<file path="src/rtl/eco32_core_ifu_evm_arb.sv">
// -----------------------------------------------------------------------------
// eco32_core_ifu_evm_arb
//
// Event collection and round-robin arbitration in front of the IFU event
// manager. Each source k owns one pending slot (pend bit + 4-bit erx). A
// strobe on an idle slot captures the event. A strobe on a slot that is still
// pending overwrites the payload and raises a sticky overflow flag, unless the
// same edge consumes that slot through an ack. Pending, unmasked slots are
// offered one at a time on o_stb/o_eid/o_erx, and each offer is held until
// o_ack.
//
// Ports
//   clk        clock
//   rst        asynchronous, active-high reset
//   ev_stb     per-source one-cycle event strobe
//   ev_erx     per-source payload, bits [4k+3:4k] belong to source k
//   ev_mask    1 = source may win arbitration (masked sources still capture)
//   o_stb      event presented to the manager
//   o_eid      source index of the presented event
//   o_erx      payload of the presented event
//   o_ack      one-cycle acknowledge, consumes the presented event
//   ovf_flags  sticky per-source overflow
//   ovf_clr    clears all overflow flags (a same-cycle overflow wins)
//   pend_cnt   registered population count of the pending slots
// -----------------------------------------------------------------------------
module eco32_core_ifu_evm_arb #(
    parameter int EVT_NUM = 16
) (
    input  logic                 clk,
    input  logic                 rst,
    input  logic [EVT_NUM-1:0]   ev_stb,
    input  logic [4*EVT_NUM-1:0] ev_erx,
    input  logic [EVT_NUM-1:0]   ev_mask,
    output logic                 o_stb,
    output logic [3:0]           o_eid,
    output logic [3:0]           o_erx,
    input  logic                 o_ack,
    output logic [EVT_NUM-1:0]   ovf_flags,
    input  logic                 ovf_clr,
    output logic [4:0]           pend_cnt
);

    // Internal vectors are padded to the 16 sources a 4-bit eid can name, so
    // eid-indexed selects keep a fixed index width for any legal EVT_NUM.
    localparam int          MAX_SRC   = 16;
    localparam logic [15:0] SRC_VALID = 16'((32'd1 << EVT_NUM) - 32'd1);
    localparam logic [3:0]  RR_RESET  = 4'(EVT_NUM - 1);

    typedef enum logic {
        ST_IDLE = 1'b0,
        ST_LOCK = 1'b1
    } state_t;

    // Population count of a 16-bit vector.
    function automatic logic [4:0] popcnt16(input logic [15:0] v);
        logic [4:0] cnt;
        cnt = 5'd0;
        for (int i = 0; i < MAX_SRC; i++) begin
            cnt = cnt + {4'd0, v[i]};
        end
        return cnt;
    endfunction

    // Registered state
    state_t      state_q, state_d;
    logic [15:0] pend_q, pend_d;
    logic [15:0] ovf_q, ovf_d;
    logic [3:0]  erx_slot_q [MAX_SRC];
    logic [3:0]  erx_slot_d [MAX_SRC];
    logic [3:0]  rr_ptr_q, rr_ptr_d;
    logic [3:0]  sel_eid_q, sel_eid_d;
    logic [3:0]  sel_erx_q, sel_erx_d;
    logic        o_stb_q, o_stb_d;
    logic [4:0]  pend_cnt_q, pend_cnt_d;

    // Combinational helpers
    logic [15:0] stb_pad_s;
    logic [15:0] mask_pad_s;
    logic [3:0]  erx_in_s [MAX_SRC];
    logic [15:0] cand_s;
    logic        found_s;
    logic [3:0]  pick_s;
    logic        lock_ack_s;
    logic [15:0] clr_s;
    logic [15:0] ovf_set_s;

    // Widen the per-source inputs to the padded 16-source view.
    always_comb begin
        stb_pad_s  = 16'd0;
        mask_pad_s = 16'd0;
        stb_pad_s[EVT_NUM-1:0]  = ev_stb;
        mask_pad_s[EVT_NUM-1:0] = ev_mask;
        for (int k = 0; k < MAX_SRC; k++) begin
            if (k < EVT_NUM) begin
                erx_in_s[k] = ev_erx[4*k +: 4];
            end else begin
                erx_in_s[k] = 4'd0;
            end
        end
    end

    // Round-robin pick: search rr_ptr+1 upward with wrap, rr_ptr itself last.
    always_comb begin
        logic [4:0] idx_v;
        cand_s  = pend_q & mask_pad_s & SRC_VALID;
        found_s = 1'b0;
        pick_s  = 4'd0;
        idx_v   = 5'd0;
        for (int i = 1; i <= EVT_NUM; i++) begin
            idx_v = {1'b0, rr_ptr_q} + 5'(i);
            if (idx_v >= 5'(EVT_NUM)) begin
                idx_v = idx_v - 5'(EVT_NUM);
            end else begin
                idx_v = idx_v;
            end
            if (!found_s && cand_s[idx_v[3:0]]) begin
                found_s = 1'b1;
                pick_s  = idx_v[3:0];
            end else begin
                found_s = found_s;
            end
        end
    end

    // Presentation FSM: IDLE latches the winner, LOCK holds it until ack.
    always_comb begin
        state_d    = state_q;
        sel_eid_d  = sel_eid_q;
        sel_erx_d  = sel_erx_q;
        rr_ptr_d   = rr_ptr_q;
        lock_ack_s = 1'b0;
        case (state_q)
            ST_IDLE: begin
                // An ack seen here has nothing to consume and is dropped.
                if (found_s) begin
                    state_d   = ST_LOCK;
                    sel_eid_d = pick_s;
                    sel_erx_d = erx_slot_q[pick_s];
                end else begin
                    state_d = ST_IDLE;
                end
            end
            ST_LOCK: begin
                // Mask changes are ignored here: the offer is never withdrawn.
                if (o_ack) begin
                    lock_ack_s = 1'b1;
                    rr_ptr_d   = sel_eid_q;
                    state_d    = ST_IDLE;
                end else begin
                    state_d = ST_LOCK;
                end
            end
            default: begin
                state_d = ST_IDLE;
            end
        endcase
    end

    // Pending slots, payload capture, overflow and the registered outputs.
    always_comb begin
        clr_s = lock_ack_s ? (16'd1 << sel_eid_q) : 16'd0;
        // A strobe into a slot that survives this edge loses the older event.
        ovf_set_s = stb_pad_s & pend_q & ~clr_s;
        // A strobe on the slot being acked re-arms it instead of overflowing.
        pend_d = (stb_pad_s | (pend_q & ~clr_s)) & SRC_VALID;
        if (ovf_clr) begin
            ovf_d = ovf_set_s;
        end else begin
            ovf_d = ovf_q | ovf_set_s;
        end
        for (int k = 0; k < MAX_SRC; k++) begin
            if (stb_pad_s[k]) begin
                erx_slot_d[k] = erx_in_s[k];
            end else begin
                erx_slot_d[k] = erx_slot_q[k];
            end
        end
        o_stb_d    = (state_d == ST_LOCK);
        pend_cnt_d = popcnt16(pend_q);
    end

    // State register with asynchronous reset.
    always_ff @(posedge clk or posedge rst) begin
        if (rst) begin
            state_q    <= ST_IDLE;
            pend_q     <= 16'd0;
            ovf_q      <= 16'd0;
            rr_ptr_q   <= RR_RESET;
            sel_eid_q  <= 4'd0;
            sel_erx_q  <= 4'd0;
            o_stb_q    <= 1'b0;
            pend_cnt_q <= 5'd0;
            for (int k = 0; k < MAX_SRC; k++) begin
                erx_slot_q[k] <= 4'd0;
            end
        end else begin
            state_q    <= state_d;
            pend_q     <= pend_d;
            ovf_q      <= ovf_d;
            rr_ptr_q   <= rr_ptr_d;
            sel_eid_q  <= sel_eid_d;
            sel_erx_q  <= sel_erx_d;
            o_stb_q    <= o_stb_d;
            pend_cnt_q <= pend_cnt_d;
            for (int k = 0; k < MAX_SRC; k++) begin
                erx_slot_q[k] <= erx_slot_d[k];
            end
        end
    end

    assign o_stb     = o_stb_q;
    assign o_eid     = sel_eid_q;
    assign o_erx     = sel_erx_q;
    assign ovf_flags = ovf_q[EVT_NUM-1:0];
    assign pend_cnt  = pend_cnt_q;

endmodule

</file>
<file path="config.mk">
export PLATFORM = sky130hd
export DESIGN_NAME = eco32_core_ifu_evm_arb
export DESIGN_NICKNAME = d
export VERILOG_FILES = /design/src/rtl/eco32_core_ifu_evm_arb.sv
export SDC_FILE = /design/constraint.sdc
export NUM_CORES = 1
export LEC_CHECK = 0
export CAP_MARGIN = 5
export CORE_MARGIN = 2
export CORE_UTILIZATION = 53
export CTS_BUF_LIST = sky130_fd_sc_hd__clkbuf_8 sky130_fd_sc_hd__clkbuf_16
export DETAILED_ROUTE_END_ITERATION = 16
export PLACE_DENSITY = 0.81
export RECOVER_POWER = 100
export SLEW_MARGIN = 10
export SYNTH_ARGS = -nofsm -noshare
export SYNTH_HDL_FRONTEND = slang
export SYNTH_SLANG_ARGS = --single-unit
</file>
<file path="constraint.sdc">
create_clock -name clk -period 5.9 [get_ports clk]
set_input_delay 0.59 -clock clk [delete_from_list [all_inputs] [get_ports clk]]
set_output_delay 0.59 -clock clk [all_outputs]
set_load 0.01 [all_outputs]
</file>
==> impl_metrics.tcl <==
set metrics [dict create \
    status "finished with violations" \
    failed_checks "max-capacitance violations, max-slew violations" \
    async_flop_share_pct 100 \
    syn_inst 766 \
    vdd_ir_drop_max_mv 0.448 \
    ys_seq_area_share_pct 36.0 \
    fin_skew_ns 0.00868 \
    tightest_slew_ns 2.61 \
    stdcell_count 1108 \
    multi_input_area_sq_um 4680 \
    vias_per_cell 6.35 \
    whs_path_depth 2 \
    min_path_type "flip-flop to flip-flop" \
    period_share_pct 92.2 \
    overflow 0 \
    worstPathCellList "inv_1, ha_1, nand4_1, a41oi_1, o211ai_2, nor4_2, o21ai_0, a211o_1, a32oi_1, inv_1, and2_0, a22o_1, o311ai_1" \
    nFillCells 1065 \
    placed_cell_area_sq_um 9470 \
    syn_area_per_cell_sq_um 10.4 \
    dp_hpwl_mm 18.4 \
    drt-pass1-iter-count 6 \
    port_buffers 129 \
    core_sq_um 14600 \
    wirelength_mm 24.0 \
    ctsLongestPathBuffers 2 \
    slowest_delay_ns 0.89 \
    reg2regPathDepth 13 \
    finalHoldViolCount 0 \
    register_area_sq_um 2860 \
    grt_max_degree 62 \
    syn_area_sq_um 7930 \
    post_cts_buffers 0 \
    path_depth 13 \
    final_cell_area_sq_um 10100 \
    holdBufCountCts 0 \
    crit_top_cell "inv_1" \
    crit_fanout 30 \
    start_kind "flip-flop" \
    powerDensity_nw_per_um2 725 \
    yosys_warnings 0 \
    grt_first_pass_wirelength_mm 38.5 \
    ys_top_cells_by_count "110 x dfrtp_1, 71 x mux2_2, 70 x nand2_1" \
    end_kind "flip-flop" \
    die_height_um 126 \
    drtIter0Drc 775 \
    cts_made_buffers 17 \
    start_util_pct 54.4 \
    synth_area_leaders "dfrtp_1 35%, mux2_2 10%, mux2i_1 6.3%" \
    reg2reg_from "rr_ptr_q[1]" \
    cts_root_buffer "clkbuf_16" \
    startpoint "rr_ptr_q[1]" \
    cp_slowest_cell "ha_1" \
    die_x_um 126 \
    ys_ff_latch 114 \
    finalSetupViolations 0 \
    holdWs_ns 0.480 \
    cts_tree "done" \
    n_antenna_cell 0 \
    dp.cells 1076 \
    cellLeakagePower_nw 4.27 \
    rows 44 \
    clock-sinks 114 \
    report.final.slew_viol_count 62 \
    drcViolationCount 0 \
    io_pins 130 \
    rsz0062_at_grt "false" \
    syn2layout_area_growth_pct 26.9 \
    synth_most_common_cell "dfrtp_1" \
    crit_family "compound AO/OA/AOI/OAI gates" \
    maxCapViolations 1 \
    synth_edf_count 0 \
    finalCriticalPeriod_ns 5.44 \
    antenna_found_initial 0 \
    wl_per_cell_um 21.7 \
    critPathRequiredTime_ns 6.20 \
    arrival_ns 5.74 \
    syn_nets 888 \
    grt_pass1_vias 7207 \
    critPathBufInv 2 \
    max_slew_margin_pct -74.7 \
    h-tree-depth 4 \
    clk_pin_slew_ns 0.05 \
    grt_usage_pct 30.9 \
    synth_cell_types 88 \
    critPathKind "flip-flop to flip-flop" \
    synthFlopType "dfrtp_1" \
    gp_congestion 1.07 \
    yosys.area.top_type_share_pct 34.7 \
    routed-via-count 7034 \
    ant_nets 0 \
    clkLatencyLatePin_ns 0.41 \
    cts_resized 0 \
    die_area_sq_um 16000 \
    final_nets 1033 \
    yosys.area.top_type "dfrtp_1" \
    drive_above_1_share_pct 19.0 \
    max_freq_mhz 184 \
    post-route-util_pct 69.0 \
    hold_start "o_erx[2]" \
    finalSetupTns_ns 0 \
]
-- stage by stage --
stage | power, mW | setup slack (ns)
3_3_place_gp | 6.13 | 0.699
6_report | 7.30 | 0.459
5_1_grt | 7.72 | 0.123
3_5_place_dp | 6.13 | 0.718
2_1_floorplan | 4.81 | 1.17
4_1_cts | 7.23 | 0.653
-- path summary, 6_finish.rpt --
| check | slack (ns) | end |
|---|---|---|
| worst max-delay path | 0.46 | o_erx[1] |
| worst min-delay path | 0.48 | o_erx[2] |
| worst max register to register | 0.46 | o_erx[1] |
| worst min register to register | 0.48 | o_erx[2] |
| max in group asynchronous | 2.34 | ovf_flags[1] |
| min in group asynchronous | 1.34 | pend_cnt[0] |
-- area by class of cell --
class | instances | share of cell area (%)
inverters | 58 | 2.18
clock inverters | 15 | 1.81
flip-flops and latches | 114 | 28.4
repair buffers | 154 | 14.6
well taps | 184 | 2.29
multi-input cells | 566 | 46.5
clock buffers | 17 | 4.23
-- placed cells by master (no fill, tap or decap), types with 6 or more instances in the layout --
master and instances:
clkdlybuf4s50_1 81, fa_1 10, inv_1 57, a21oi_1 12, dlygate4sd3_1 48, nand4b_1 17
nor3_1 19, clkbuf_16 17, nand3b_1 9, nor2b_1 6, nand4_1 24, o211ai_1 6
nand2b_1 7, a22oi_1 6, xor2_1 7, mux2_2 70, buf_4 23, xnor2_1 11
nand2_1 70, and2_1 11, nand3_1 14, nor2_1 32, mux4_2 13, a41oi_1 8
ha_1 12, o21ai_0 24, dfrtp_1 110, mux2i_1 50, o22ai_1 22, a22o_1 9
-- sequential cells by signal, indices dropped and copies added (netlist names) --
name	cells
erx_slot_q	64
o_eid	4
o_erx	4
o_stb	1
ovf_flags	16
pend_cnt	5
pend_q	16
rr_ptr_q	4
-- report_power, final --
part	internal [mW]	leakage [nW]	total (mW)	switching, mW
sequential	0.923	1.28	1.05	0.127
clock	0.666	0.286	1.05	0.382
combinational	2.23	2.71	5.20	2.97
-- logic make-up after synthesis --
kind of cell / after synthesis / share of synthesized area (%)
simple gates: 246 / 17.4
buf+inv: 86 / 5.05
compound gates: 139 / 13.0
mux: 140 / 21.9
xor+xnor: 19 / 2.19
flops: 114 / 36.0
fa+ha+maj: 22 / 4.42
-- layer usage --
metal,GRT usage [%],part of all wire (%),up-vias
li1,-,-,3143
met1,38.0,38,3474
met2,51.6,49,347
met3,8.48,8.3,70
met4,13.3,4.1,0
met5,0,0,-
-- worst reg2reg max path, stage by stage (launching register included) --
cell	delay, ns
dfstp_1	0.54
inv_1	0.14
ha_1	0.89
nand4_1	0.23
a41oi_1	0.54
o211ai_2	0.31
nor4_2	0.59
o21ai_0	0.22
a211o_1	0.33
a32oi_1	0.41
inv_1	0.36
and2_0	0.31
a22o_1	0.25
o311ai_1	0.23
(Power assumes the default switching activity.)
